### src/rtl/seven_seg_scan_ctrl_pkg.sv
// ---------------------------------------------------------------------------
// seven_seg_scan_ctrl_pkg
// Shared types and defaults for the 7-segment digit-scan controller:
//   scan_state_e  - scan FSM state encoding (ST_BLANK is used only when the
//                   SEG_BLANK_EN macro is defined)
//   DEF_*         - default parameter values for the 6-digit display
//   max_u         - elaboration-time helper for counter sizing
// ---------------------------------------------------------------------------
package seven_seg_scan_ctrl_pkg;

    typedef enum logic [1:0] {
        ST_IDLE  = 2'd0,
        ST_SHOW  = 2'd1,
        ST_BLANK = 2'd2
    } scan_state_e;

    localparam int unsigned DEF_NUM_DIGITS   = 6;
    localparam int unsigned DEF_SEL_W        = 3;
    localparam int unsigned DEF_PRESCALE     = 50000;
    localparam int unsigned DEF_BLANK_CYCLES = 500;

    function automatic int unsigned max_u(input int unsigned a, input int unsigned b);
        return (a > b) ? a : b;
    endfunction

endpackage

### src/rtl/seven_seg_prescaler.sv
// ---------------------------------------------------------------------------
// seven_seg_prescaler
// Modulo-N interval counter. Counts 0..last_i while en_i is high, wraps to 0
// after last_i, and is forced to 0 by clr_i. The modulus is a run-time input
// so one instance can time intervals of different lengths.
// Ports:
//   clk, rst  - clock, asynchronous active-high reset
//   clr_i     - synchronous clear to 0 (priority over counting)
//   en_i      - count enable
//   last_i    - terminal count value (N-1)
//   tc_c_o    - combinational terminal-count flag (count == last_i while enabled)
// ---------------------------------------------------------------------------
module seven_seg_prescaler #(
    parameter int unsigned CNT_W = 16
) (
    input  logic             clk,
    input  logic             rst,
    input  logic             clr_i,
    input  logic             en_i,
    input  logic [CNT_W-1:0] last_i,
    output logic             tc_c_o
);

    logic [CNT_W-1:0] cnt_q;
    logic [CNT_W-1:0] cnt_d;

    assign tc_c_o = en_i && (cnt_q == last_i);

    // Next count: clear wins, terminal count wraps, otherwise increment.
    always_comb begin
        cnt_d = cnt_q;
        if (clr_i) begin
            cnt_d = '0;
        end else if (tc_c_o) begin
            cnt_d = '0;
        end else if (en_i) begin
            cnt_d = cnt_q + CNT_W'(1);
        end
    end

    always_ff @(posedge clk or posedge rst) begin
        if (rst) begin
            cnt_q <= '0;
        end else begin
            cnt_q <= cnt_d;
        end
    end

endmodule

### src/rtl/seven_seg_scan_ctrl.sv
// ---------------------------------------------------------------------------
// seven_seg_scan_ctrl
// Digit-scan controller for a multiplexed 7-segment display. Walks the digits
// enabled in digit_mask, showing each for PRESCALE cycles, drives the
// downstream mux select and one-hot anode enables (all registered), and
// pulses frame_tick when the scan wraps back to the lowest enabled digit.
// Optional macro SEG_BLANK_EN inserts BLANK_CYCLES dark cycles between digits,
// with mux_sel changing at the start of the dark gap (anti-ghosting).
// Ports:
//   clk, rst    - clock, asynchronous active-high reset
//   en          - scan enable; low forces IDLE
//   digit_mask  - bit i includes digit i in the scan
//   mux_sel     - registered digit index to the segment mux
//   an          - registered one-hot anode enables (polarity per ANODE_ACTIVE_LOW)
//   frame_tick  - registered 1-cycle pulse on a scan wrap
// ---------------------------------------------------------------------------
module seven_seg_scan_ctrl
    import seven_seg_scan_ctrl_pkg::*;
#(
    parameter int unsigned NUM_DIGITS       = DEF_NUM_DIGITS,
    parameter int unsigned SEL_W            = DEF_SEL_W,
    parameter int unsigned PRESCALE         = DEF_PRESCALE,
    parameter int unsigned BLANK_CYCLES     = DEF_BLANK_CYCLES,
    parameter bit          ANODE_ACTIVE_LOW = 1'b1
) (
    input  logic                  clk,
    input  logic                  rst,
    input  logic                  en,
    input  logic [NUM_DIGITS-1:0] digit_mask,
    output logic [SEL_W-1:0]      mux_sel,
    output logic [NUM_DIGITS-1:0] an,
    output logic                  frame_tick
);

`ifdef SEG_BLANK_EN
    localparam int unsigned CNT_MAX = max_u(PRESCALE, BLANK_CYCLES);
`else
    localparam int unsigned CNT_MAX = PRESCALE;
`endif
    localparam int unsigned CNT_W = (CNT_MAX > 1) ? $clog2(CNT_MAX) : 1;
    localparam logic [NUM_DIGITS-1:0] AN_OFF = {NUM_DIGITS{ANODE_ACTIVE_LOW}};

    // Parameter sanity checks at elaboration.
    if (NUM_DIGITS < 1 || NUM_DIGITS > 8) begin : g_chk_digits
        $error("NUM_DIGITS must be 1..8");
    end
    if (PRESCALE < 2) begin : g_chk_prescale
        $error("PRESCALE must be >= 2");
    end
    if (BLANK_CYCLES < 1) begin : g_chk_blank
        $error("BLANK_CYCLES must be >= 1");
    end

    scan_state_e           state_q, state_d;
    logic [SEL_W-1:0]      mux_sel_q, mux_sel_d;
    logic [NUM_DIGITS-1:0] an_q, an_d;
    logic                  tick_q, tick_d;

    logic                  run_c;
    logic                  tc_c;
    logic [CNT_W-1:0]      last_c;
    logic [SEL_W-1:0]      first_c;
    logic [SEL_W-1:0]      next_c;
    logic                  cur_on_c;

    // Lowest set mask bit (0 when the mask is empty).
    function automatic logic [SEL_W-1:0] lowest_set(input logic [NUM_DIGITS-1:0] mask);
        logic [SEL_W-1:0] idx;
        idx = '0;
        for (int i = NUM_DIGITS - 1; i >= 0; i--) begin
            if (mask[i]) idx = SEL_W'(i);
        end
        return idx;
    endfunction

    // Next set mask bit strictly above cur, wrapping to the lowest set bit.
    // With a single enabled digit this returns that digit again.
    function automatic logic [SEL_W-1:0] next_digit(input logic [NUM_DIGITS-1:0] mask,
                                                    input logic [SEL_W-1:0]      cur);
        logic [SEL_W-1:0] above;
        logic             found;
        above = '0;
        found = 1'b0;
        for (int i = NUM_DIGITS - 1; i >= 0; i--) begin
            if (mask[i] && (SEL_W'(i) > cur)) begin
                above = SEL_W'(i);
                found = 1'b1;
            end
        end
        return found ? above : lowest_set(mask);
    endfunction

    function automatic logic mask_bit(input logic [NUM_DIGITS-1:0] mask,
                                      input logic [SEL_W-1:0]      idx);
        logic b;
        b = 1'b0;
        for (int i = 0; i < NUM_DIGITS; i++) begin
            if (SEL_W'(i) == idx) b = mask[i];
        end
        return b;
    endfunction

    // Anode vector with digit idx lit when on=1, in the configured polarity.
    function automatic logic [NUM_DIGITS-1:0] anode(input logic [SEL_W-1:0] idx,
                                                    input logic             on);
        logic [NUM_DIGITS-1:0] hot;
        hot = '0;
        for (int i = 0; i < NUM_DIGITS; i++) begin
            if (on && (SEL_W'(i) == idx)) hot[i] = 1'b1;
        end
        return ANODE_ACTIVE_LOW ? ~hot : hot;
    endfunction

    assign run_c    = en && (digit_mask != '0);
    assign first_c  = lowest_set(digit_mask);
    assign next_c   = next_digit(digit_mask, mux_sel_q);
    assign cur_on_c = mask_bit(digit_mask, mux_sel_q);

`ifdef SEG_BLANK_EN
    assign last_c = (state_q == ST_BLANK) ? CNT_W'(BLANK_CYCLES - 1) : CNT_W'(PRESCALE - 1);
`else
    assign last_c = CNT_W'(PRESCALE - 1);
`endif

    // Shared interval timer: SHOW period and (optionally) BLANK gap.
    seven_seg_prescaler #(
        .CNT_W (CNT_W)
    ) u_prescaler (
        .clk    (clk),
        .rst    (rst),
        .clr_i  ((state_q == ST_IDLE) || !run_c),
        .en_i   (state_q != ST_IDLE),
        .last_i (last_c),
        .tc_c_o (tc_c)
    );

    // State and output registers.
    always_ff @(posedge clk or posedge rst) begin
        if (rst) begin
            state_q   <= ST_IDLE;
            mux_sel_q <= '0;
            an_q      <= AN_OFF;
            tick_q    <= 1'b0;
        end else begin
            state_q   <= state_d;
            mux_sel_q <= mux_sel_d;
            an_q      <= an_d;
            tick_q    <= tick_d;
        end
    end

    // Next-state logic.
    always_comb begin
        state_d = state_q;
        if (!run_c) begin
            state_d = ST_IDLE;
        end else begin
            case (state_q)
                ST_IDLE: state_d = ST_SHOW;
`ifdef SEG_BLANK_EN
                ST_SHOW:  if (tc_c) state_d = ST_BLANK;
                ST_BLANK: if (tc_c) state_d = ST_SHOW;
`else
                ST_SHOW: state_d = ST_SHOW;
`endif
                default: state_d = ST_IDLE;
            endcase
        end
    end

    // Output next values; an follows the live mask so a cleared digit darkens at once.
    always_comb begin
        mux_sel_d = mux_sel_q;
        an_d      = AN_OFF;
        tick_d    = 1'b0;
        if (run_c) begin
            case (state_q)
                ST_IDLE: begin
                    mux_sel_d = first_c;
                    an_d      = anode(first_c, 1'b1);
                end
                ST_SHOW: begin
                    if (tc_c) begin
                        mux_sel_d = next_c;
                        tick_d    = (next_c <= mux_sel_q);
`ifdef SEG_BLANK_EN
                        an_d      = AN_OFF;
`else
                        an_d      = anode(next_c, 1'b1);
`endif
                    end else begin
                        an_d = anode(mux_sel_q, cur_on_c);
                    end
                end
`ifdef SEG_BLANK_EN
                ST_BLANK: begin
                    if (tc_c) an_d = anode(mux_sel_q, cur_on_c);
                end
`endif
                default: an_d = AN_OFF;
            endcase
        end
    end

    assign mux_sel    = mux_sel_q;
    assign an         = an_q;
    assign frame_tick = tick_q;

endmodule

### config.mk
export PLATFORM = sky130hd
export DESIGN_NAME = seven_seg_scan_ctrl
export DESIGN_NICKNAME = d
export VERILOG_FILES = /design/src/rtl/seven_seg_scan_ctrl_pkg.sv /design/src/rtl/seven_seg_prescaler.sv /design/src/rtl/seven_seg_scan_ctrl.sv
export SDC_FILE = /design/constraint.sdc
export NUM_CORES = 1
export LEC_CHECK = 0
export ABC_AREA = 1
export CAP_MARGIN = 40
export CORE_MARGIN = 10
export CORE_UTILIZATION = 30
export CTS_CLUSTER_DIAMETER = 40
export CTS_CLUSTER_SIZE = 30
export DETAILED_ROUTE_END_ITERATION = 10
export GPL_TIMING_DRIVEN = 0
export PLACE_DENSITY_LB_ADDON = 0.1
export SETUP_SLACK_MARGIN = 0.4
export SKIP_CTS_REPAIR_TIMING = 1
export SYNTH_ARGS = -nofsm -noshare
export SYNTH_HDL_FRONTEND = slang
export SYNTH_HIERARCHICAL = 1
export SYNTH_SLANG_ARGS = --single-unit
### constraint.sdc
create_clock -name clk -period 2.2 [get_ports clk]
set_input_delay 0.44 -clock clk [delete_from_list [all_inputs] [get_ports clk]]
set_output_delay 0.44 -clock clk [all_outputs]
set_load 0.1 [all_outputs]
==> impl_metrics.toml <==
[place]
post_dp_cell_area_mm2 = 0.002872
dp_hpwl_um = 5210
place.gp.congestion = 0.8476
placed_cells_incl_taps = 510
post-place-ws_ns = -0.5905
numPortBuffers = 18

[final_layout]
nets = 447
seqCellArea_um2 = 698.2
fin_area_mm2 = 0.003324
fillers = 733
area_growth_pct = 52.09
finalNonFillerCells = 532
antenna_cells = 0
drive_above_1_share = 0.2933
multi_input_area_mm2 = 0.001650

[floorplanning]
num_rows = 31
initial_core_util = 0.3046
die_h_um = 105.4
die_w_um = 105.4
io_pins = 19
die-area_mm2 = 0.01110
fp.coreArea_mm2 = 0.007176

[clocking]
clock-root-buffer = "clkbuf_8"
h-tree-depth = 1
clkTransAtPathRegs_ns = 0.12
clockBufferDepth = 2
clk_latency_ns = 0.29
cts_buffers = 3
cts_tree = "done"
clock_sinks = 27

[grt]
grt_start_max_net_pins = 18
grt_usage = 0.1165
overflow = 0
grt_pass1_wl_um = 10840
antenna_found_initial = 0
grt_pass1_vias = 2245

[outcome]
status = "finished, final reports clean"

[run]
maxCapViolCount = 0

[critical_path]
crit_path_max_fanout = 5
required_ns = 2.39
crit_arrival_ns = 2.10
worstSetupStartpointType = "flop"
end_kind = "flop"
path_class = "reg2reg"

[pwr]
switching_share = 0.4089
power_density_mw_per_mm2 = 503.6
total_power_mw = 1.674
power_leakage_nw = 1.627
seqPwrFrac = 0.335
p_sw_uw = 684.6
internal_power_uw = 989.7
pwr-share-comb = 0.478
max-vdd-ir-drop_uv = 253.0
clockPowerShare = 0.187

[routing]
drt_first_pass_iters = 4
wire_per_inst_um = 12.51
vias = 2349
wl_um = 6657
ant_nets = 0
first_iter_violations = 96
drc_errors = 0
vias_per_cell = 4.415

[min_path]
hold_path_class = "in2async"

[timing]
final_max_slew_viol_count = 0
setup_viol = 0
clock_skew_ns = 0.01701
finalHoldViolCount = 0
period_needed_ns = 1.905
worstMarginPinSlew_ns = 0.7000
clock.fmax_mhz = 525.1
rsz0062_at_grt = "true"
setup_slack_ns = 0.2955
period_share = 0.8657
slew-limit-headroom = 0.5328

[yosys]
yosys_register_bits = 27
yosys.area.top_type_share = 0.2404
yosys-top-cells-area = "dfrtp_1 24%, nand2_1 16%, inv_1 10%, nor2_1 8.9%, dfstp_2 7.2%"
ys_types = 28
yosys.area.top_type = "dfrtp_1"
synth_area_mm2 = 0.002186
synth.avg_cell_area_um2 = 6.192
ys_seq_area_frac = 0.3125
netlist_instances = 353
yosys_warnings = 6
==> kinds of logic (layout without fill, tap and decap cells) <==
group,count (synthesis),in the layout,share of synthesized area
flops,27,27,0.3125
other cells,2,32,0.003436
compound gates,38,38,0.09159
fa+ha+maj,4,4,0.02290
xor+xnor,9,9,0.03606
simple gates,210,210,0.4219
buf+inv,63,113,0.1116
==> routing by layer <==
| metal | wire, um | GRT usage |
|---|---|---|
| met1 | 3132 | 0.1588 |
| met2 | 3212 | 0.1938 |
| met4 | 24 | 0.01176 |
| met5 | 0 | 0 |
| met3 | 287 | 0.02010 |
==> worst max-delay path: stages (launching register included) <==
cell and delay [ns]:
dfrtp_4 0.53, buf_4 0.16, nor2_4 0.15, nand3_4 0.12, nand3_4 0.09, inv_1 0.05
nand2_2 0.08, inv_2 0.05, ha_4 0.22, a21oi_2 0.13, o21ai_2 0.07, a211oi_2 0.18
==> power by group through the flow <==
| stage | clock, mW | combinational (mW) | sequential, mW |
|---|---|---|---|
| floorplan | 0 | 0.301 | 0.685 |
| global placement | 0 | 0.550 | 0.570 |
| detailed placement | 0 | 0.617 | 0.571 |
| CTS | 0.329 | 0.619 | 0.561 |
| global route | 0.349 | 0.871 | 0.564 |
| finish | 0.313 | 0.801 | 0.561 |
==> cell usage after synthesis, drive strengths merged <==
master  number
nand2      100
inv         61
nor2        57
nand3       31
o21ai       24
dfrtp       21
a21oi       10
nand4        9
nor3         9
xor2         8
dfstp        6
ha           4
conb         2
nand3b       2
o21bai       2
a211oi       1
buf          1
clkbuf       1
nor3b        1
o211ai       1
or2          1
xnor2        1
==> flip-flops by register name, summed over array words and instances, names as in the netlist <==
register	cells
an	6
mux_sel	3
frame_tick	1
u_prescaler/cnt_q	16
state_q	1
==> final cells by class <==
| cell class | instances | area share |
|---|---|---|
| sequential | 27 | 0.2100 |
| inverter | 61 | 0.07490 |
| buffer | 2 | 0.004893 |
| multi-input combinational | 293 | 0.4964 |
| clock buffer | 3 | 0.01242 |
| tap | 99 | 0.03726 |
| timing repair buffer | 46 | 0.1615 |
| clock inverter | 1 | 0.002635 |
==> through the flow <==
step           hold slack, ns    util  setup TNS [ns]
6_report               0.4790  0.4633               0
5_1_grt                0.5127  0.4633               0
4_1_cts                0.4856  0.4071          -1.667
3_5_place_dp           0.5633  0.4002          -5.215
3_3_place_gp           0.5668  0.3740          -5.396
2_1_floorplan          0.2882       -               0
==> layout by cell type (no fill, tap or decap), types with 7 or more instances in the layout <==
master,n
conb_1,32
inv_2,7
nand3_1,22
nor2_4,7
buf_4,20
o21ai_0,14
nor2_1,45
nand4_1,9
nand2_1,80
dfrtp_1,15
nand2_2,12
buf_12,7
xor2_1,8
nand2_4,7
inv_1,47
==> final timing paths <==
kind / endpoint / cells past startpoint / slack [ns] / start
hold reg to reg: u_prescaler/cnt_q[14] / 2 / 0.59 / u_prescaler/cnt_q[14]
max in group asynchronous: u_prescaler/cnt_q[1] / 2 / 1.12 / rst
min in group clk: u_prescaler/cnt_q[14] / 2 / 0.59 / u_prescaler/cnt_q[14]
setup / recovery: frame_tick / 11 / 0.30 / mux_sel[2]
setup reg to reg: frame_tick / 11 / 0.30 / mux_sel[2]
hold / removal: state_q[0] / 2 / 0.48 / rst
(Power assumes the default switching activity.)
